===== src/rtl/div_result_reconstructor_if.sv =====
// Handshake bundle for div_result_reconstructor: request triple in, reconstructed dividend out.
// Latency: none (wires only).
// Backpressure: in_valid/in_ready on the request side, out_valid/out_ready on the result side.
// Optional error-statistics signals exist only when DIV_RECON_ERROR_DIST_EN is defined.
interface div_result_reconstructor_if #(
    parameter int QW = 8,
    parameter int NW = 16
`ifdef DIV_RECON_ERROR_DIST_EN
    ,
    parameter int SUMW = 32
`endif
);
    logic          in_valid;
    logic          in_ready;
    logic [QW-1:0] q;
    logic [QW-1:0] d;
    logic [QW-1:0] r;
    logic          out_valid;
    logic          out_ready;
    logic [NW-1:0] n_rec;
`ifdef DIV_RECON_ERROR_DIST_EN
    logic [NW-1:0]   n_ref;
    logic            clear_stats;
    logic [NW-1:0]   err_abs;
    logic [SUMW-1:0] err_sum;
    logic [15:0]     txn_cnt;
`endif

    // Producer of triples and consumer of results.
    modport master (
        output in_valid, q, d, r, out_ready,
`ifdef DIV_RECON_ERROR_DIST_EN
        output n_ref, clear_stats,
        input  err_abs, err_sum, txn_cnt,
`endif
        input  in_ready, out_valid, n_rec
    );

    // The reconstructor itself.
    modport slave (
        input  in_valid, q, d, r, out_ready,
`ifdef DIV_RECON_ERROR_DIST_EN
        input  n_ref, clear_stats,
        output err_abs, err_sum, txn_cnt,
`endif
        output in_ready, out_valid, n_rec
    );
endinterface


===== src/rtl/div_result_reconstructor.sv =====
// Rebuilds a dividend n_rec = q*d + r with a sequential shift-add multiplier.
// Latency: out_valid rises QW clocks after the accept edge; one triple per QW+2 cycles at best.
// Backpressure: result held in DONE until out_ready; no new triple is accepted until then.
// Optional dividend-error statistics are enabled by defining DIV_RECON_ERROR_DIST_EN.
module div_result_reconstructor #(
    parameter int QW = 8,
    parameter int NW = 16
`ifdef DIV_RECON_ERROR_DIST_EN
    ,
    parameter int SUMW = 32
`endif
) (
    input  logic                      clk,
    input  logic                      rst_n,
    div_result_reconstructor_if.slave bus
);
    localparam int CW = (QW > 1) ? $clog2(QW) : 1;

    typedef enum logic [1:0] {
        ST_IDLE = 2'd0,
        ST_MUL  = 2'd1,
        ST_DONE = 2'd2
    } state_t;

    state_t        state_q;
    state_t        state_d;
    logic [NW-1:0] acc_q;
    logic [NW-1:0] mcand_q;
    logic [QW-1:0] mplier_q;
    logic [CW-1:0] count_q;
    logic [NW-1:0] n_rec_q;
    logic [NW-1:0] acc_sum;
    logic          accept;
    logic          out_hs;
    logic          last_mul;

    assign accept   = (state_q == ST_IDLE) && bus.in_valid;
    assign out_hs   = (state_q == ST_DONE) && bus.out_ready;
    assign last_mul = (state_q == ST_MUL) && (count_q == CW'(QW - 1));
    // Partial product add for the current multiplier bit; the product never exceeds NW bits.
    assign acc_sum  = acc_q + (mplier_q[0] ? mcand_q : '0);

    assign bus.in_ready  = (state_q == ST_IDLE);
    assign bus.out_valid = (state_q == ST_DONE);
    assign bus.n_rec     = n_rec_q;

    // State register.
    always_ff @(posedge clk or negedge rst_n) begin
        if (!rst_n) begin
            state_q <= ST_IDLE;
        end else begin
            state_q <= state_d;
        end
    end

    // Next-state: always run all QW multiplier steps, no early exit on a zero multiplier.
    always_comb begin
        state_d = state_q;
        case (state_q)
            ST_IDLE: if (accept)   state_d = ST_MUL;
            ST_MUL:  if (last_mul) state_d = ST_DONE;
            ST_DONE: if (out_hs)   state_d = ST_IDLE;
            default:               state_d = ST_IDLE;
        endcase
    end

    // Shift-add datapath; n_rec is captured separately so it survives the next accept.
    always_ff @(posedge clk or negedge rst_n) begin
        if (!rst_n) begin
            acc_q    <= '0;
            mcand_q  <= '0;
            mplier_q <= '0;
            count_q  <= '0;
            n_rec_q  <= '0;
        end else begin
            if (accept) begin
                acc_q    <= {{(NW-QW){1'b0}}, bus.r};
                mcand_q  <= {{(NW-QW){1'b0}}, bus.d};
                mplier_q <= bus.q;
                count_q  <= '0;
            end else if (state_q == ST_MUL) begin
                acc_q    <= acc_sum;
                mcand_q  <= mcand_q << 1;
                mplier_q <= mplier_q >> 1;
                count_q  <= count_q + 1'b1;
                if (last_mul) begin
                    n_rec_q <= acc_sum;
                end
            end
        end
    end

`ifdef DIV_RECON_ERROR_DIST_EN
    logic [NW-1:0]   n_ref_q;
    logic [NW-1:0]   err_abs_c;
    logic [SUMW-1:0] err_sum_q;
    logic [15:0]     txn_cnt_q;
    logic [SUMW:0]   sum_ext;

    // Reference dividend captured with the triple so the source need not hold it.
    always_ff @(posedge clk or negedge rst_n) begin
        if (!rst_n) begin
            n_ref_q <= '0;
        end else if (accept) begin
            n_ref_q <= bus.n_ref;
        end
    end

    // Absolute dividend error, only meaningful while the result is presented.
    always_comb begin
        err_abs_c = '0;
        if (state_q == ST_DONE) begin
            err_abs_c = (n_ref_q >= n_rec_q) ? (n_ref_q - n_rec_q) : (n_rec_q - n_ref_q);
        end
    end

    assign sum_ext = {1'b0, err_sum_q} + {{(SUMW+1-NW){1'b0}}, err_abs_c};

    // Saturating statistics; clear beats a coincident handshake.
    always_ff @(posedge clk or negedge rst_n) begin
        if (!rst_n) begin
            err_sum_q <= '0;
            txn_cnt_q <= '0;
        end else if (bus.clear_stats) begin
            err_sum_q <= '0;
            txn_cnt_q <= '0;
        end else if (out_hs) begin
            err_sum_q <= sum_ext[SUMW] ? '1 : sum_ext[SUMW-1:0];
            if (txn_cnt_q != 16'hFFFF) begin
                txn_cnt_q <= txn_cnt_q + 16'd1;
            end
        end
    end

    assign bus.err_abs = err_abs_c;
    assign bus.err_sum = err_sum_q;
    assign bus.txn_cnt = txn_cnt_q;
`endif
endmodule

===== src/flat_wrapper.sv =====
// flat-port wrapper written by rule: the top's interface ports become plain ports
module div_result_reconstructor_flat 
#(
    parameter int QW = 8,
    parameter int NW = 16

)
  (clk, rst_n, bus_in_valid, bus_q, bus_d, bus_r, bus_out_ready, bus_in_ready, bus_out_valid, bus_n_rec);
  div_result_reconstructor_if #(.QW(QW), .NW(NW)) bus_i ();
  input  logic clk;
  input  logic rst_n;
  input wire logic [$bits(bus_i.in_valid)-1:0] bus_in_valid;
  input wire logic [$bits(bus_i.q)-1:0] bus_q;
  input wire logic [$bits(bus_i.d)-1:0] bus_d;
  input wire logic [$bits(bus_i.r)-1:0] bus_r;
  input wire logic [$bits(bus_i.out_ready)-1:0] bus_out_ready;
  output wire logic [$bits(bus_i.in_ready)-1:0] bus_in_ready;
  output wire logic [$bits(bus_i.out_valid)-1:0] bus_out_valid;
  output wire logic [$bits(bus_i.n_rec)-1:0] bus_n_rec;
  assign bus_i.in_valid = bus_in_valid;
  assign bus_i.q = bus_q;
  assign bus_i.d = bus_d;
  assign bus_i.r = bus_r;
  assign bus_i.out_ready = bus_out_ready;
  assign bus_in_ready = bus_i.in_ready;
  assign bus_out_valid = bus_i.out_valid;
  assign bus_n_rec = bus_i.n_rec;
  div_result_reconstructor #(.QW(QW), .NW(NW)) u_core (.clk(clk), .rst_n(rst_n), .bus(bus_i));
endmodule

===== config.mk =====
export PLATFORM = sky130hd
export DESIGN_NAME = div_result_reconstructor_flat
export DESIGN_NICKNAME = d
export VERILOG_FILES = /design/src/rtl/div_result_reconstructor_if.sv /design/src/rtl/div_result_reconstructor.sv /design/src/flat_wrapper.sv
export SDC_FILE = /design/constraint.sdc
export NUM_CORES = 1
export LEC_CHECK = 0
export CORE_MARGIN = 1.5
export CORE_UTILIZATION = 50
export DETAILED_ROUTE_END_ITERATION = 16
export DONT_BUFFER_PORTS = 1
export GPL_TIMING_DRIVEN = 0
export HOLD_SLACK_MARGIN = 0.08
export SETUP_SLACK_MARGIN = 0.5
export SYNTH_ARGS = -nofsm -noshare
export SYNTH_HDL_FRONTEND = slang
export SYNTH_SLANG_ARGS = --single-unit

===== constraint.sdc =====
create_clock -name clk -period 7.55 [get_ports clk]
set_input_delay 1.51 -clock clk [delete_from_list [all_inputs] [get_ports clk]]
set_output_delay 1.51 -clock clk [all_outputs]
set_load 0.03 [all_outputs]

==> key figures, run 1 <==
Outcome
  • Outcome: completed

Floorplan
  • Die ar.: 7352 µm²
  • Core footprint: 6495 µm²
  • Initial Util: 52.71%
  • Chip width: 85.75 µm
  • FP Rows: 29
  • Die height: 85.75 µm
  • # IOs: 46

Final layout
  • Final Non-Filler Cells: 460
  • Layout cells sized above 1: 6.527%
  • Nets: 425
  • Synth-to-Final Area Change: 8.626%
  • Fill cells: 616
  • Ant diodes: 0

Setup path
  • Worst Setup Start Kind: register
  • Required time worst endpoint: 7.77 ns
  • Critical path arrival: 3.24 ns
  • CP max FO: 10
  • Endpoint type of the worst setup path: register
  • WS Path Type: register to register

Synthesis
  • Combined area of all synthesized cells: 3423 µm²
  • Post-synth EDFFs: 0
  • Post-synth top flop: dfrtp_1
  • Mapped Cells: 368
  • Syn_nets: 414
  • Ys Warns: 0
  • Asr flop ratio synth: 100.0%
  • Number of library cell types mapped by synthesis: 47
  • Syn Area/Cell: 9.302 µm²
  • Yosys reg bits: 61
  • Sequential-to-total area share from yosys stat: 44.59%

Timing
  • Final setup violation count: 0
  • Final setup TNS: 0 ns
  • Max-slew violation count: 0
  • Post-layout min period: 3.014 ns
  • RSZ-0062 raised after global routing: no
  • Final hold vios: 0
  • Worst hold slack: 0.4815 ns
  • Period Utilization, post-route: 39.92%
  • Worst Tran Pin Value: 0.7000 ns
  • Max-slew headroom: 53.23%
  • Max Freq: 331.8 MHz
  • Clock skew: 0.008494 ns

CTS
  • Clock-pin slew on the worst setup and hold paths: 0.07 ns
  • Inserted Clock Buffers: 9
  • Clock Tree Root: clkbuf_8
  • Setup bufs post-CTS: 0
  • Clk sinks: 61
  • CTS max path bufs: 2
  • Worst skew pair latency: 0.34 ns
  • H-tree levels: 3
  • CTS Hold Buffers Added: 0
  • CTS tree: done
  • Post-CTS resize count: 0

Power and ir drop
  • Peak VDD IR: 0.1894 mV
  • Leak: 0.001760 µW
  • Power, Total: 1809 µW
  • Pwr/cell area: 486.4 nW/µm²
  • Flop pwr share: 36.1%
  • Clk pwr share: 16.4%
  • Share of total power in combinational logic: 47.5%
  • Switch Pwr: 840.0 µW
  • Internal: 968.6 µW
  • Switching fraction of total power: 46.44%

Drt
  • Antenna viol nets, final: 0
  • First drt pass iteration count: 5
  • Vias per cell: 6.226
  • Vias post-DR: 2864
  • Routed len/inst: 18.93 µm
  • DRT iter0 DRCs: 205
  • Routed WL: 8.706 mm
  • Remaining DRCs: 0

Placement
  • Post-DP HPWL: 6.345 mm
  • Inst Count DP: 445
  • GP Congestion: 0.9085
  • IO Port Bufs: 0

Global routing
  • Antenna violations before repair: 0
  • Number of global-route vias before repair: 2817
  • Gr usage total: 25.76%
  • Largest net degree at the start of global routing: 62
  • Wire length of the first global-routing pass: 14.44 mm
  • Total gr overflow: 0

Hold path
  • Min-Delay Path Class: register to register

Flow run
  • Max Cap Viol: 0
==> per-layer routing <==
layer  vias to the layer above  share of wire (%)  GRT usage (%)
met5                         -                  0              0
met4                         0                1.9          9.971
met3                        14                6.3          4.524
met2                        95                 43          39.01
met1                      1370                 49          36.90
li1                       1385                  -              -
==> synth_stat cells (5+ instances only) <==
cell / instances / area share, %
nor2_1: 12 / 1.3
and2_1: 18 / 3.3
o21ai_1: 15 / 2.2
dfrtp_1: 61 / 45
o21ai_0: 5 / 0.73
nand2_1: 66 / 7.2
a21o_1: 9 / 2.0
a211o_1: 7 / 1.8
nand3_1: 18 / 2.6
nand4_1: 8 / 1.5
inv_1: 6 / 0.66
a21oi_1: 15 / 2.2
buf_2: 5 / 0.73
a22oi_1: 20 / 4.4
clkbuf_1: 14 / 1.5
ha_1: 17 / 6.2
a22o_1: 12 / 3.1
==> path summary, 6_finish.rpt <==
path                                                 from                               end  slack, ns  depth (start not counted)
max                        u_core.mplier_q[0]$_DFFE_PN0P_  u_core.bus.n_rec[14]$_DFFE_PN0P_       4.54                          9
min                        u_core.mplier_q[1]$_DFFE_PN0P_    u_core.mplier_q[1]$_DFFE_PN0P_       0.48                          2
max reg2reg                u_core.mplier_q[0]$_DFFE_PN0P_  u_core.bus.n_rec[14]$_DFFE_PN0P_       4.54                          9
min reg2reg                u_core.mplier_q[1]$_DFFE_PN0P_    u_core.mplier_q[1]$_DFFE_PN0P_       0.48                          2
max in group asynchronous                           rst_n     u_core.count_q[2]$_DFFE_PN0P_       6.59                          0
min in group asynchronous                           rst_n   u_core.bus.n_rec[1]$_DFFE_PN0P_       0.86                          0
==> sequential cells by signal (all words and copies together), names as in the netlist <==
register          count
u_core.mcand_q       16
u_core.bus.n_rec     16
u_core.state_q        2
u_core.acc_q         16
u_core.count_q        3
u_core.mplier_q       8
==> cells in the final DEF (no fill, tap or decap), types with 11 or more instances in the layout <==
cell,count
nor2_1,12
o21ai_1,15
nand3_1,18
clkbuf_8,11
a21oi_1,15
ha_1,17
clkbuf_1,14
and2_1,18
a22oi_1,20
a22o_1,12
dfrtp_1,61
nand2_1,66
==> per-stage QoR <==
stage | area, µm² | util [%] | setup slack, ns
4_1_cts | 3719 | 57.25 | 4.509
3_5_place_dp | 3520 | 54.19 | 4.475
3_3_place_gp | 3520 | 54.19 | 4.461
2_1_floorplan | 3423 | - | 4.923
6_report | 3719 | 57.25 | 4.536
5_1_grt | 3719 | 57.25 | 4.350
==> power groups by stage <==
stage	clock network [µW]	logic [µW]	registers, µW
finish	297	858	653
global route	314	971	674
CTS	302	854	654
detailed placement	0	852	658
global placement	0	834	653
floorplan	0	664	622
==> final cells by class <==
class / count / area (µm²) / area share, %
plain buffers: 23 / 92.59 / 2.490
clock buffers: 11 / 151.4 / 4.071
clock inverters: 4 / 47.55 / 1.279
inverters: 7 / 26.28 / 0.7066
multi-input cells: 277 / 1778 / 47.81
flip-flops and latches: 61 / 1526 / 41.05
well taps: 77 / 96.34 / 2.591
==> logic make-up after synthesis <==
group	synth area share, %
xor+xnor	1.791
compound gates	23.83
flops	44.59
buf+inv	3.472
fa+ha+maj	6.798
simple gates	18.93
mux	0.5848
==> worst max-delay path, stage by stage, from the launching register on <==
cell	delay [ns]
dfrtp_1	0.48
clkbuf_1	0.25
and2_1	0.20
ha_1	0.21
fa_1	0.41
a21o_1	0.21
a31o_1	0.27
a221oi_1	0.57
or4_1	0.21
nand3_1	0.07
(Power assumes the default switching activity.)
==> run 2, diff against run 1 <==
- clock period: 7.55 -> 2.9 ns (I/O delays scaled with it)
==> run 2 against run 1 <==
Compared with the run above: final area rose by 10%; largest cell class unchanged; sequential share of layout area is 3.7 points lower; final cell count up 3.3%; highest routed layer unchanged; critical path depth rose by 1; critical path type unchanged; hold slack worse by 0.40 ns; total power rose to 2.9 times the previous value; combinational power rose to 3.3 times the previous value; flip-flop and latch count unchanged; core utilization grew 5.7 points.
==> key figures, run 2 (same netlist as run 1, synthesis figures left out) <==
Setup path
  • CP bufs+invs: 2
  • Critical R2R Capture: u_core.bus.n_rec[12]$_DFFE_PN0P_
  • Flop-to-flop setup slack: 0.42 ns
  • Reg2Reg Depth: 10
  • Worst Setup Start Kind: register
  • Crit path to: u_core.bus.n_rec[12]$_DFFE_PN0P_
  • CP max FO: 5
  • WS Path Type: register to register
  • Endpoint type of the worst setup path: register
  • CP startpoint: u_core.mplier_q[0]$_DFFE_PN0P_
  • Required time worst endpoint: 3.12 ns
  • Critical path arrival: 2.70 ns
  • Worst path slowest cell: dfrtp_2
  • CP Cell Sequence: buf_8 > and2_4 > ha_4 > fa_2 > a21o_1 > a31o_4 > a211o_1 > buf_6 > a32oi_1 > nand3_1
  • CP Depth: 10
  • CP peak stage delay: 0.42 ns
  • Crit-path leading delay family: compound AO/OA/AOI/OAI gates
  • Reg-to-reg critical path startpoint: u_core.mplier_q[0]$_DFFE_PN0P_

Global routing
  • Met3 usage in global routing: 5.294%
  • Antenna violations before repair: 0
  • Met1 Use GR: 38.81%
  • Gr usage total: 26.30%
  • Number of global-route vias before repair: 2853
  • Largest net degree at the start of global routing: 62
  • Met2 GRT Util: 38.80%
  • Wire length of the first global-routing pass: 14.69 mm
  • GR peak layer: met1
  • Total gr overflow: 0

Final layout
  • Ant diodes: 0
  • Synth-to-Final Area Change: 19.52%
  • Final Non-Filler Cells: 475
  • Most frequent cells in the layout: nand2_1, dfrtp_1, a22oi_1
  • Most common cell after layout, fill and taps aside: nand2_1
  • Layout cells sized above 1: 17.09%
  • Nets: 439

Timing
  • Post-layout min period: 2.482 ns
  • Period Utilization, post-route: 85.57%
  • Worst Tran Pin Value: 0.7285 ns
  • Final setup violation count: 0
  • Final hold vios: 0
  • Clock skew: 0.01049 ns
  • Max-slew violation count: 0
  • RSZ-0062 raised after global routing: yes
  • Final setup TNS: 0 ns
  • Max Freq: 403.0 MHz
  • PnR worst setup slack: 0.4185 ns
  • Max-slew headroom: 51.25%

Power and ir drop
  • Leak: 0.001886 µW
  • Pwr/cell area: 1301 nW/µm²
  • Power, Total: 5325 µW
  • Peak VDD IR: 0.5564 mV

Outcome
  • Outcome: completed

CTS
  • Clk sinks: 61
  • CTS tree: done
  • Inserted Clock Buffers: 9
  • Worst skew pair latency: 0.35 ns
  • CTS max path bufs: 2
  • Clock Tree Root: clkbuf_8
  • Clock-pin slew on the worst setup and hold paths: 0.07 ns
  • H-tree levels: 3

Drt
  • Vias post-DR: 2875
  • DRT iter0 DRCs: 152
  • Antenna viol nets, final: 0
  • First drt pass iteration count: 4
  • Remaining DRCs: 0
  • Routed len/inst: 19.00 µm
  • Vias per cell: 6.053
  • Routed WL: 9.023 mm

Placement
  • IO Port Bufs: 0
  • Inst Count DP: 445
  • Setup slack at placement: 0.03615 ns
  • Post-DP HPWL: 6.377 mm
  • GP Congestion: 0.9311

Floorplan
  • Chip width: 85.75 µm
  • Core footprint: 6495 µm²
  • Die height: 85.75 µm
  • FP Rows: 29
  • # IOs: 46
  • Initial Util: 52.71%
  • Die ar.: 7352 µm²

Hold path
  • Min-Delay Path Class: input pin to async pin

Flow run
  • Max Cap Viol: 0
-- run 2: cell count changes in the layout (fill, tap and decap cells not counted), sizes merged --
cell,before,now
buf,9,25
clkbuf,25,23
clkinvlp,1,2
-- run 2: worst min path at each step --
stage / startpoint / endpoint / cells after the start
4_1_cts: rst_n / u_core.bus.n_rec[1]$_DFFE_PN0P_ / 1
3_5_place_dp: rst_n / u_core.bus.n_rec[1]$_DFFE_PN0P_ / 0
6_report: rst_n / u_core.bus.n_rec[1]$_DFFE_PN0P_ / 1
2_1_floorplan: rst_n / u_core.acc_q[0]$_DFFE_PN0P_ / 0
5_1_grt: rst_n / u_core.bus.n_rec[0]$_DFFE_PN0P_ / 1
3_3_place_gp: rst_n / u_core.bus.n_rec[1]$_DFFE_PN0P_ / 0
-- run 2: power breakdown --
part / leakage [µW] / internal (µW) / switching [µW] / total, µW
sequential: 0.000769 / 1240 / 466 / 1710
clock: 0.000102 / 443 / 357 / 800
combinational: 0.00102 / 1210 / 1610 / 2820
-- run 2: area by class of cell --
type / instances / area [µm²]
Multi-Input combinational cell: 277 / 1961
Buffer: 23 / 128.9
Clock buffer: 11 / 151.4
Fill cell: 542 / 2404
Clock inverter: 5 / 58.81
Sequential cell: 61 / 1528
Timing Repair Buffer: 14 / 141.4
Inverter: 7 / 26.28
Tap cell: 77 / 96.34
-- run 2: what timing repair did --
| action | in CTS | in global routing |
|---|---|---|
| hold buffers | 1 | 0 |
| setup buffers | 8 | 5 |
| gates cloned | 0 | 0 |
| endpoints found under the hold margin | 61 | 0 |
| gates resized for setup | 23 | 28 |
| pin swaps | 12 | 18 |
| setup endpoints to repair | 16 | 15 |
-- run 2: metal layers --
metal / up-vias / part of all wire (%)
met3: 13 / 5.2
met5: - / 0
met4: 0 / 1.7
li1: 1399 / -
met1: 1395 / 50
met2: 68 / 43
-- run 2: per-stage QoR --
stage / util, % / hold WS (ns) / instance area (µm²)
6_report: 62.99 / 0.08569 / 4091
5_1_grt: 62.99 / 0.1086 / 4091
3_5_place_dp: 54.29 / 0.2856 / 3526
4_1_cts: 60.64 / 0.1132 / 3939
3_3_place_gp: 54.29 / 0.2856 / 3526
2_1_floorplan: - / 0.2844 / 3430
